**config.mk**
```make
export PLATFORM = sky130hd
export DESIGN_NAME = q_table_store_flat
export DESIGN_NICKNAME = d
export VERILOG_FILES = /design/src/rtl/q_table_store_if.sv /design/src/rtl/q_table_store.sv /design/src/flat_wrapper.sv
export SDC_FILE = /design/constraint.sdc
export NUM_CORES = 2
export LEC_CHECK = 0
export CORE_MARGIN = 2
export CORE_UTILIZATION = 30
export DETAILED_ROUTE_END_ITERATION = 8
export DONT_BUFFER_PORTS = 1
export GPL_TIMING_DRIVEN = 0
export PLACE_DENSITY_LB_ADDON = 0.05
export SYNTH_ARGS = -nofsm -noshare
export SYNTH_HDL_FRONTEND = slang
export SYNTH_SLANG_ARGS = --single-unit
```
**constraint.sdc**
```tcl
create_clock -name clk -period 7.5 [get_ports clk]
set_input_delay 0.375 -clock clk [delete_from_list [all_inputs] [get_ports clk]]
set_output_delay 0.375 -clock clk [all_outputs]
set_load 0.02 [all_outputs]
```
**src/rtl/q_table_store_if.sv**
```systemverilog
// rtl/q_table_store_if.sv - read, update-issue and write-back signals between the Q-updater side and the Q-table store.
interface q_table_store_if #(
  parameter int SW = 4
);
  logic          rd_valid;
  logic [SW-1:0] rd_state;
  logic          q_valid;
  logic [31:0]   Q0;
  logic [31:0]   Q1;
  logic [31:0]   Q2;
  logic [31:0]   Q3;
  logic [1:0]    Amax;
  logic          upd_valid;
  logic [SW-1:0] upd_state;
  logic [1:0]    upd_action;
  logic [31:0]   Qnew;
  logic [15:0]   wr_count;

  modport master (
    output rd_valid, rd_state, upd_valid, upd_state, upd_action, Qnew,
    input  q_valid, Q0, Q1, Q2, Q3, Amax, wr_count
  );

  modport slave (
    input  rd_valid, rd_state, upd_valid, upd_state, upd_action, Qnew,
    output q_valid, Q0, Q1, Q2, Q3, Amax, wr_count
  );
endinterface

```
**src/rtl/q_table_store.sv**
```systemverilog
// rtl/q_table_store.sv - Q-table with registered row read + argmax and delayed write-back of updater results.
module q_table_store #(
  parameter int N_STATES = 16,
  parameter int SW       = 4,
  parameter int UPD_LAT  = 6
) (
  input logic              clk,
  input logic              rst,
  q_table_store_if.slave   bus
);
  localparam int TAIL = UPD_LAT - 1;

  logic [31:0]        tbl  [N_STATES][4];
  logic [UPD_LAT-1:0] dl_v;
  logic [SW-1:0]      dl_s [UPD_LAT];
  logic [1:0]         dl_a [UPD_LAT];

  logic        wr_en;
  logic        rd_hit;
  logic [31:0] row [4];
  logic [1:0]  amax_idx;

  assign wr_en = dl_v[TAIL] && (32'(dl_s[TAIL]) < N_STATES);

  // Only the valid bits need clearing; stale state/action is never used.
  always_ff @(posedge clk) begin
    if (rst) begin
      dl_v <= '0;
    end else begin
      dl_v[0] <= bus.upd_valid;
      for (int i = 1; i < UPD_LAT; i++) dl_v[i] <= dl_v[i-1];
    end
  end

  always_ff @(posedge clk) begin
    dl_s[0] <= bus.upd_state;
    dl_a[0] <= bus.upd_action;
    for (int i = 1; i < UPD_LAT; i++) begin
      dl_s[i] <= dl_s[i-1];
      dl_a[i] <= dl_a[i-1];
    end
  end

  always_ff @(posedge clk) begin
    if (rst) begin
      for (int s = 0; s < N_STATES; s++)
        for (int c = 0; c < 4; c++) tbl[s][c] <= '0;
    end else if (wr_en) begin
      tbl[dl_s[TAIL]][dl_a[TAIL]] <= bus.Qnew;
    end
  end

  // Row as it will look after this edge's write-back, so a same-cycle read sees Qnew.
  always_comb begin
    rd_hit = 32'(bus.rd_state) < N_STATES;
    for (int c = 0; c < 4; c++) begin
      row[c] = rd_hit ? tbl[bus.rd_state][c] : '0;
      if (wr_en && dl_s[TAIL] == bus.rd_state && dl_a[TAIL] == 2'(c))
        row[c] = bus.Qnew;
    end
  end

  always_comb begin
    amax_idx = 2'd0;
    for (int c = 1; c < 4; c++)
      if ($signed(row[c]) > $signed(row[amax_idx])) amax_idx = 2'(c);
  end

  always_ff @(posedge clk) begin
    if (rst) begin
      bus.q_valid  <= 1'b0;
      bus.Q0       <= '0;
      bus.Q1       <= '0;
      bus.Q2       <= '0;
      bus.Q3       <= '0;
      bus.Amax     <= '0;
      bus.wr_count <= '0;
    end else begin
      bus.q_valid <= bus.rd_valid;
      if (bus.rd_valid) begin
        bus.Q0   <= row[0];
        bus.Q1   <= row[1];
        bus.Q2   <= row[2];
        bus.Q3   <= row[3];
        bus.Amax <= amax_idx;
      end
      if (wr_en) bus.wr_count <= bus.wr_count + 16'd1;
    end
  end
endmodule

```
**src/flat_wrapper.sv**
```systemverilog
// flat-port wrapper written by rule: the top's interface ports become plain ports
module q_table_store_flat 
#(
  parameter int N_STATES = 16,
  parameter int SW       = 4,
  parameter int UPD_LAT  = 6
)
  (clk, rst, bus_rd_valid, bus_rd_state, bus_upd_valid, bus_upd_state, bus_upd_action, bus_Qnew, bus_q_valid, bus_Q0, bus_Q1, bus_Q2, bus_Q3, bus_Amax, bus_wr_count);
  q_table_store_if #(.SW(SW)) bus_i ();
  input logic clk;
  input logic rst;
  input wire logic [$bits(bus_i.rd_valid)-1:0] bus_rd_valid;
  input wire logic [$bits(bus_i.rd_state)-1:0] bus_rd_state;
  input wire logic [$bits(bus_i.upd_valid)-1:0] bus_upd_valid;
  input wire logic [$bits(bus_i.upd_state)-1:0] bus_upd_state;
  input wire logic [$bits(bus_i.upd_action)-1:0] bus_upd_action;
  input wire logic [$bits(bus_i.Qnew)-1:0] bus_Qnew;
  output wire logic [$bits(bus_i.q_valid)-1:0] bus_q_valid;
  output wire logic [$bits(bus_i.Q0)-1:0] bus_Q0;
  output wire logic [$bits(bus_i.Q1)-1:0] bus_Q1;
  output wire logic [$bits(bus_i.Q2)-1:0] bus_Q2;
  output wire logic [$bits(bus_i.Q3)-1:0] bus_Q3;
  output wire logic [$bits(bus_i.Amax)-1:0] bus_Amax;
  output wire logic [$bits(bus_i.wr_count)-1:0] bus_wr_count;
  assign bus_i.rd_valid = bus_rd_valid;
  assign bus_i.rd_state = bus_rd_state;
  assign bus_i.upd_valid = bus_upd_valid;
  assign bus_i.upd_state = bus_upd_state;
  assign bus_i.upd_action = bus_upd_action;
  assign bus_i.Qnew = bus_Qnew;
  assign bus_q_valid = bus_i.q_valid;
  assign bus_Q0 = bus_i.Q0;
  assign bus_Q1 = bus_i.Q1;
  assign bus_Q2 = bus_i.Q2;
  assign bus_Q3 = bus_i.Q3;
  assign bus_Amax = bus_i.Amax;
  assign bus_wr_count = bus_i.wr_count;
  q_table_store #(.N_STATES(N_STATES), .SW(SW), .UPD_LAT(UPD_LAT)) u_core (.clk(clk), .rst(rst), .bus(bus_i));
endmodule
```
==> metrics <==
clock tree from TritonCTS=built; LEAKAGE=between 40 and 50 nW; Fin. Hold Viols=0; worst reg2reg endpoint=u_core.bus.Amax[1]; length in cells of the worst reg-to-reg path=37; H-tree Lvls=5; time the final worst path needs with I/O delays and setup=between 8 and 9 ns; worst setup path startpoint=bus_rd_state[1]; share of synthesized registers carrying an async set or reset=0%; RSZ-0062 raised after global routing=true; number of nets produced by synthesis=6725; number of DRC markers after the initial detailed-route iteration=6071; area added between synthesis and finish=17.17%; number of buffers created by CTS=279; number of top-level design ports=about 190; final RePlAce weighted congestion=0.9759; slack of the worst reg-to-reg path=-0.83 ns; startpoint of the worst register-to-register path=u_core.dl_a[5][1]; Peak VDD IR=0.1671 mV; # DRC=0; placeable core region=339800 sq um; final-layout setup total negative slack=-1.931 ns; wire length of the first global-routing pass=557000 um; switching power=8.091 mW; wire length after detailed routing=420500 um; crit path capture=u_core.bus.Amax[1]; floorplan die area=345800 sq um; number of synthesized flops with an enable pin=2048; number of instances in the synthesized netlist=6582; mean post-synth cell area=15.55 sq um; smallest setup slack after layout=-0.9818 ns; sequential share of power=45.5%; Final #Nets=7147; cell internal pwr=22.91 mW; clk_lat worst skew=between 0.9 and 1 ns; IO Port Bufs=0; top area cells in the synthesized netlist=edfxtp_1, mux4_2, and2_1; library cells used by synthesis=between 50 and 60; most frequent cell on the critical path=buf_6; floorplan die width=588.1 um; leftover overflow at the end of global routing=0; remaining antenna violation count after routing=0; worst-path maximum fanout=10; Power Total=~31 mW; Yosys warnings=0; Worst Setup End Kind=register; critical setup path kind=in2reg; initial standard-cell utilization of the core=30.12%; flip-flop and latch count after synthesis=2237; run status=complete, but fails checks; share of power burned in the clock network=43.0%; max-slew violation count=11; fraction of final layout cells with drive strength greater than 1=20.92%; average detailed-routed wire length per instance=35.66 um; Vert. Die Dim=588.1 um; number of standard-cell rows in the floorplan=about 210; pin count of the biggest net entering global routing=33; setup clock skew after layout=0.05481 ns; arrival time at the worst endpoint=9.27 ns; Seq/Total Area, Yosys=between 60 and 70%; clock sink total=2237; number of global-route vias before repair=approximately 60000; Post-Route Hold Slack=0.1714 ns; Worst-Margin Slew=~1.5 ns; dominant register cell in the synthesized netlist=edfxtp_1; Switching Fraction=26.10%; CP max stage delay=0.58 ns; setup-violating endpoint count in the final report=2; overall fraction of global-route tracks in use=roughly a quarter; slowest library cell on the worst path=buf_2; area share of the largest cell type after synthesis=60.09%; register clock-pin slew on the reported worst setup and hold paths=roughly 0.050 ns; Yosys top cell by area=edfxtp_1; list of most frequent post-synthesis cells=and2_1, edfxtp_1, mux4_2; antenna violations before repair=70; violations in the final reports=capacitance limit, slew limit, setup timing; combinational group share of total power=11.5%; library cell with the highest instance count after synthesis=and2_1; Min-Delay Path Class=in2reg; detailed-routing iteration count for the pre-antenna-repair pass=7; fill cell total of the finished layout=roughly 32000; sort of element at the start of the critical path=primary input; vias per cell=5.047; dpl hpwl=321200 um; post-synth design cell area=between 100000 and 150000 sq um; maximum number of buffers from clock root to sink=4; via count=between 50000 and 60000; utilization of the core after routing=35.29%; Rel. slew slack=-0.9997%; share of the clock period used by the worst path=113.1%; clock tree root driver cell=clkbuf_16; Cell Pwr Density=between 200 and 300 nW/um^2; Critical Path RT=8.29 ns; count of maximum capacitance violations=2; peak clock frequency supported by timing=around 120 MHz
## through the flow
step	setup slack (ns)	instance area [sq um]	std cells
final	-0.9818	119900	11790
after detailed placement	-6.115	108100	11120
after CTS	-0.6755	119200	11710
after floorplan	0.0001750	102400	6582
after global routing	-1.005	119800	11750
after global placement	-6.661	108100	11120
## metal layers
metal  track usage [%]  wire (um)  up-vias
met5                 0         41        -
met1             33.67     188000    31840
met2             37.75     192200     2098
met4             4.880       9246        6
li1                  -          -    25150
met3             5.728      31010      426
## cell type report
cell class | count | area [sq um] | share of cell area (%)
sequential | 2237 | 65300 | 54.45
inverter | 72 | 272.8 | 0.2274
clock inverter | 110 | 803.3 | 0.6698
tap | 4536 | 5675 | 4.733
antenna | 42 | 105.1 | 0.08764
buffer | 630 | 2888 | 2.408
timing repair buffer | 147 | 1385 | 1.155
multi-input combinational | 3637 | 35560 | 29.65
clock buffer | 380 | 7934 | 6.616
## power groups by stage
stage / logic, mW / registers (mW) / clock network [mW]
after detailed placement: 3.04 / 14.4 / 0
after floorplan: 1.66 / 14.3 / 0
final: 3.56 / 14.1 / 13.3
after CTS: 3.39 / 14.1 / 13.6
after global routing: 3.73 / 14.1 / 14.0
after global placement: 3.04 / 14.3 / 0
## placed cells by master (no fill, tap or decap), drive strengths merged, types with 64 or more instances in the layout
cell	synthesis	final
a211oi	69	69
edfxtp	2048	2048
and2	2049	2049
buf	94	191
mux2i	199	199
or2	64	64
nor2	219	219
clkinv	0	79
dfxtp	189	189
ha	97	97
mux4	633	633
mux2	66	66
inv	72	91
clkbuf	542	917
## timing repair
action                                 4_1_cts  5_1_grt
setup buffers                               61       34
gates resized for setup                    305       55
pin swaps                                   36       36
gates cloned                                 1        1
hold buffers                                48        0
setup endpoints to repair                    2        2
endpoints found under the hold margin      135        0
## critical path, delay by kind of cell
family,cells,cell delay [ns]
AO/OA/AOI/OAI,13,2.53
adder cells (fa/ha/maj),3,0.68
multiplexers,4,1.39
buffers and inverters,11,2.59
AND/OR/NAND/NOR,7,1.63
## sequential cells by signal (all words and copies together) (netlist names)
| name | flops |
|---|---|
| u_core.tbl | 2048 |
| u_core.bus.Q0 | 32 |
| u_core.bus.Q1 | 32 |
| u_core.bus.Q2 | 32 |
| u_core.bus.Q3 | 32 |
| u_core.dl_s | 24 |
| u_core.bus.wr_count | 16 |
| u_core.dl_a | 12 |
| u_core.dl_v | 6 |
| u_core.bus.Amax | 2 |
| u_core.bus.q_valid | 1 |
## how the worst min path moves through the flow
stage / startpoint / to / slack, ns / depth (start not counted)
4_1_cts: bus_upd_valid / u_core.dl_v[0] / 0.10 / 2
5_1_grt: bus_upd_valid / u_core.dl_v[0] / 0.16 / 2
6_report: bus_upd_valid / u_core.dl_v[0] / 0.17 / 2
3_5_place_dp: u_core.dl_s[3][1] / u_core.dl_s[4][1] / 0.31 / 0
3_3_place_gp: u_core.dl_s[0][3] / u_core.dl_s[1][3] / 0.32 / 0
2_1_floorplan: u_core.dl_a[0][0] / u_core.dl_a[1][0] / 0.31 / 0
## kinds of logic (layout without fill, tap and decap cells)
kind of cell,after synthesis,in the layout,synth area share [%]
AOI/OAI and AO/OA,166,166,1.116
buffers and inverters,708,1339,2.760
muxes,898,898,16.60
other,0,42,0
DFF,2237,2237,63.79
xor gates and xnor gates,17,17,0.1455
and+or+nand+nor,2459,2459,14.40
adders and majority gates,97,97,1.186
Note: power is estimated with default switching activity, not from simulation.
